## src/rtl/mem_arb_pkg.sv

```systemverilog
// Shared types and constants for the two-port memory arbiter.
package mem_arb_pkg;

    localparam int   NUM_REQ = 2;
    localparam logic REQ_CPU = 1'b0;
    localparam logic REQ_DBG = 1'b1;

    typedef enum logic [1:0] {
        IDLE    = 2'd0,
        ISSUE   = 2'd1,
        CAPTURE = 2'd2,
        DONE    = 2'd3
    } state_t;

endpackage

```

## src/rtl/rr_pick2.sv

```systemverilog
// Combinational 2-way winner picker: round-robin on the last-grant pointer, or
// strict requester-0 priority when MEM_ARBITER_FIXED_PRIO_EN is defined.
module rr_pick2 import mem_arb_pkg::*; (
    input  logic [NUM_REQ-1:0] req,
    input  logic               last,
    output logic               win,
    output logic               valid
);

    assign valid = |req;

`ifdef MEM_ARBITER_FIXED_PRIO_EN
    logic unused_last;
    assign unused_last = last;
    assign win = req[REQ_DBG] & ~req[REQ_CPU];
`else
    // On a tie the requester not served last wins.
    assign win = (req[REQ_CPU] & req[REQ_DBG]) ? ~last : req[REQ_DBG];
`endif

endmodule

```

## src/rtl/mem_arbiter.sv

```systemverilog
// Serialises CPU and debug-port accesses onto the single-port 64x16 memory.
// Optional macro MEM_ARBITER_FIXED_PRIO_EN: strict CPU priority, no pointer.
module mem_arbiter import mem_arb_pkg::*; #(
    parameter int ADDR_WIDTH = 6,
    parameter int DATA_WIDTH = 16
) (
    input  logic                  clk,
    input  logic                  rst,
    input  logic                  req0,
    input  logic                  we0,
    input  logic [ADDR_WIDTH-1:0] addr0,
    input  logic [DATA_WIDTH-1:0] wdata0,
    output logic                  gnt0,
    output logic                  done0,
    input  logic                  req1,
    input  logic                  we1,
    input  logic [ADDR_WIDTH-1:0] addr1,
    input  logic [DATA_WIDTH-1:0] wdata1,
    output logic                  gnt1,
    output logic                  done1,
    output logic [DATA_WIDTH-1:0] rdata,
    output logic [ADDR_WIDTH-1:0] mem_addr,
    output logic                  mem_we,
    output logic [DATA_WIDTH-1:0] mem_wdata,
    input  logic [DATA_WIDTH-1:0] mem_q
);

    state_t state;
    logic   win_id;
    logic   lat_we;
    logic   last_gnt;
    logic   pick_win;
    logic   pick_vld;

    rr_pick2 u_pick (
        .req   ({req1, req0}),
        .last  (last_gnt),
        .win   (pick_win),
        .valid (pick_vld)
    );

`ifdef MEM_ARBITER_FIXED_PRIO_EN
    assign last_gnt = REQ_DBG;
`else
    always_ff @(posedge clk) begin
        if (rst)
            last_gnt <= REQ_DBG;
        else if (state == DONE)
            last_gnt <= win_id;
    end
`endif

    // mem_addr/mem_wdata double as the request latches for the whole transaction.
    always_ff @(posedge clk) begin
        if (rst) begin
            state     <= IDLE;
            win_id    <= REQ_CPU;
            lat_we    <= 1'b0;
            gnt0      <= 1'b0;
            gnt1      <= 1'b0;
            done0     <= 1'b0;
            done1     <= 1'b0;
            mem_we    <= 1'b0;
            mem_addr  <= '0;
            mem_wdata <= '0;
            rdata     <= '0;
        end else begin
            case (state)
                IDLE: begin
                    if (pick_vld) begin
                        win_id    <= pick_win;
                        lat_we    <= pick_win ? we1 : we0;
                        mem_we    <= pick_win ? we1 : we0;
                        mem_addr  <= pick_win ? addr1 : addr0;
                        mem_wdata <= pick_win ? wdata1 : wdata0;
                        gnt0      <= ~pick_win;
                        gnt1      <= pick_win;
                        state     <= ISSUE;
                    end
                end
                ISSUE: begin
                    mem_we <= 1'b0;
                    state  <= CAPTURE;
                end
                CAPTURE: begin
                    if (!lat_we)
                        rdata <= mem_q;
                    done0 <= (win_id == REQ_CPU);
                    done1 <= (win_id == REQ_DBG);
                    state <= DONE;
                end
                DONE: begin
                    done0 <= 1'b0;
                    done1 <= 1'b0;
                    gnt0  <= 1'b0;
                    gnt1  <= 1'b0;
                    state <= IDLE;
                end
                default: state <= IDLE;
            endcase
        end
    end

endmodule
```

## config.mk

```make
export PLATFORM = sky130hd
export DESIGN_NAME = mem_arbiter
export DESIGN_NICKNAME = d
export VERILOG_FILES = /design/src/rtl/mem_arb_pkg.sv /design/src/rtl/rr_pick2.sv /design/src/rtl/mem_arbiter.sv
export SDC_FILE = /design/constraint.sdc
export NUM_CORES = 1
export LEC_CHECK = 0
export ABC_AREA = 1
export BUFFER_PORTS_ARGS = -buffer_cell sky130_fd_sc_hd__buf_4
export CAP_MARGIN = 5
export CORE_MARGIN = 2
export CORE_UTILIZATION = 49
export CTS_BUF_LIST = sky130_fd_sc_hd__clkbuf_4 sky130_fd_sc_hd__clkbuf_8
export DETAILED_ROUTE_END_ITERATION = 7
export GPL_TIMING_DRIVEN = 0
export PLACE_DENSITY = 0.87
export REMOVE_ABC_BUFFERS = 1
export SETUP_SLACK_MARGIN = 0.05
export SLEW_MARGIN = 20
export SYNTH_ARGS = -nofsm -noshare
export SYNTH_HDL_FRONTEND = slang
export SYNTH_SLANG_ARGS = --single-unit
```

## constraint.sdc

```tcl
create_clock -name clk -period 4.85 [get_ports clk]
set_clock_uncertainty 0.15 [all_clocks]
set_input_delay 0.97 -clock clk [delete_from_list [all_inputs] [get_ports clk]]
set_output_delay 0.97 -clock clk [all_outputs]
set_load 0.02 [all_outputs]
```

==> metrics <==
crit path buf inv count 2; Crit path required time 4.93 ns; CTS buffer count 5; critical path endpoint win_id$_SDFFE_PP0P_; first-pass GRT wire length ~8.1 mm; crit path max fanout 25; Total GRT Usage 0.232; final hold viol count 0; pin count of the biggest net entering global routing 45; cell class contributing the biggest share of worst-path delay buffers and inverters; Synth top area share 0.481; switching component of the power 0.613 mW; Clock Pin Slew Worst Setup and Hold Paths roughly 0.08 ns; CTS tree built; PD cells 526 nW/um2; Setup Fix Bufs, Post-CTS 0; cells resized by post-CTS repair 0; main combinational cell family by area after synthesis simple AND/OR/NAND/NOR gates; max_slew headroom 0.290; synth cell count leaders nand2_1, nor2_1, dfxtp_1; H-tree depth 2; Comb pwr share 0.457; pre-CTS WS around 1.7 ns; reg2reg end win_id$_SDFFE_PP0P_; Worst Slack Setup Final ~2.1 ns; Synth Cell Area about 2000 um2; status complete, no violations; Detailed Routing Iterations Pass 1 4; static leakage 1.47 nW; fmax between 300 and 400 MHz; Reg-to-Reg Start last_gnt$_SDFFE_PP1P_; Max Cap Viol 0; CTS max path bufs 2; root buf cell clkbuf_8; clock latency on the worst-skew pair ~0.3 ns; Flop pwr share 0.384; Vias/cell approximately 5; simple-gate share of the synthesized area 0.260; Slowest cell on crit path inv_1; Crit. path cell count 6; fillers about 330; Die Y-Extent between 60 and 70 um; Inserted Diodes 0; Die W 67.8 um; setup_tns 0 ns; Row Count 23; dpl hpwl between 3 and 4 mm; Worst Hold Path Cells 2; Int Power between 0.9 and 1 mW; Avg Inst Size Synth around 7 um2; gp weighted congestion between 0.7 and 0.8; overall power 1.52 mW; Starting Density 0.503; part of the Yosys area used for sequential elements 0.481; Synth Area in Compound Gates 0.174; ordered cell list for the critical path buf_4 -> nand2_1 -> nand2_1 -> inv_1 -> nand2_1 -> a21oi_1; initial antenna violation count 0; xor/xnor share of the synthesized area 0; Vias 2161; r2r worst-path depth 5; Cells after Synth 279; area taken by flip-flops and latches a little under 1000 um2; area of the multi-input gates about 930 um2; WL per Instance roughly 12 um; worst hold path class flip-flop to flip-flop; layout cells sized above 1 0.312; library cells used by synthesis 18; Sw Ratio 0.402; Top FF cell, synth dfxtp_1; kind of critical path input pin to flip-flop; Clk pwr share 0.159; Crit path top cell by count nand2_1; number of synthesized flops with an enable pin 0; PortBufs about 110; area leader, netlist dfxtp_1; CP Launch Type input pin; post-route antenna net violation count 0; RSZ-0062 raised after global routing no; DRC violations left 0; core area between 3000 and 4000 um2; Finished Core Util 0.729; area share of fa/ha/maj cells after synthesis 0.0313; peak supply drop 0.279 mV; synth top area cells dfxtp_1, nand2_1, nor2_1; crit-path max cell delay about 0.75 ns; WP data arrival between 2 and 3 ns; final wirelength between 5 and 6 mm; CP Capture Type flip-flop; Final Slew Violations 0; Worst R2R Setup Slack 2.54 ns; crit path time final roughly 2.8 ns; GRT overflow 0; Critical Path Start req0; FFs w/ async S/R, synth 0; Final period util 0.572; Hold-fix buffers, CTS 0; final net count 451; multiplexer share of the synthesized area 0; yosys warns 0; DR iter-0 viols 76; clock tree sinks 48; Seq cells post-synth 48; die area 4600 um2; most frequent cell after synthesis nand2_1; vias in the first global route between 1500 and 2000; number of top-level pins 109; actual slew at the worst max-slew pin about 1.1 ns; Layout area overhead 44.9%; Final setup viols 0
layout make-up:
class,count,area share
sequential,48,0.332
multi-input combinational,207,0.321
timing repair buffer,108,0.280
clock buffer,6,0.0285
tap,50,0.0216
inverter,10,0.0130
clock inverter,2,0.00346
cell usage in the layout (no fill, tap or decap):
cell type and n:
a21oi_1 27, buf_4 108, clkbuf_8 6, clkinv_2 2, dfxtp_1 48, ha_1 5
inv_1 10, nand2_1 68, nand3_1 5, nor2_1 56, nor2_2 2, nor2_4 1
nor3_1 1, o21ai_0 38, o21ai_1 2, o22ai_1 2
stage by stage:
stage	instance area (um2)	hold slack, ns	cells
after floorplan	1930	0.279	265
after global placement	2800	0.304	423
after detailed placement	2800	0.314	423
after CTS	2890	0.327	431
after global routing	2890	0.346	431
final	2890	0.323	431
flip-flops by register name, indices dropped and copies added, names as in the netlist:
signal     flops
done0          1
gnt0           1
done1          1
state          2
win_id         1
last_gnt       1
gnt1           1
lat_we         1
mem_addr       6
mem_wdata     16
rdata         16
mem_we         1
tightest hold or removal path, delay by kind of cell (launching register included):
family	cells	cell delay [ns]
AO/OA/AOI/OAI	1	0.05
flip-flops	1	0.32
AND/OR/NAND/NOR	1	0.06
power by group through the flow:
stage	Combinational, mW	Sequential, mW	Clock (mW)
detailed placement	0.698	0.592	0
finish	0.696	0.586	0.242
global route	0.771	0.601	0.264
CTS	0.701	0.585	0.248
global placement	0.686	0.586	0
floorplan	0.271	0.722	0
worst min-delay path by stage:
stage | startpoint | to
2_1_floorplan | last_gnt$_SDFFE_PP1P_ | last_gnt$_SDFFE_PP1P_
3_3_place_gp | mem_wdata[15]$_SDFFE_PP0P_ | mem_wdata[15]$_SDFFE_PP0P_
3_5_place_dp | mem_wdata[15]$_SDFFE_PP0P_ | mem_wdata[15]$_SDFFE_PP0P_
4_1_cts | mem_addr[5]$_SDFFE_PP0P_ | mem_addr[5]$_SDFFE_PP0P_
5_1_grt | mem_wdata[15]$_SDFFE_PP0P_ | mem_wdata[15]$_SDFFE_PP0P_
6_report | mem_wdata[15]$_SDFFE_PP0P_ | mem_wdata[15]$_SDFFE_PP0P_
kinds of logic after synthesis:
kind of cell,after synthesis
simple gates,133
compound gates,69
flops,48
buf+inv,24
fa+ha+maj,5
metal layers:
metal | vias to the layer above | GRT usage | routed length, um
met5 | - | 0 | 0
met1 | 959 | 0.274 | 2160
li1 | 1099 | - | -
met2 | 94 | 0.388 | 2480
met4 | 0 | 0.0600 | 63
met3 | 9 | 0.0970 | 577
(Power assumes the default switching activity.)
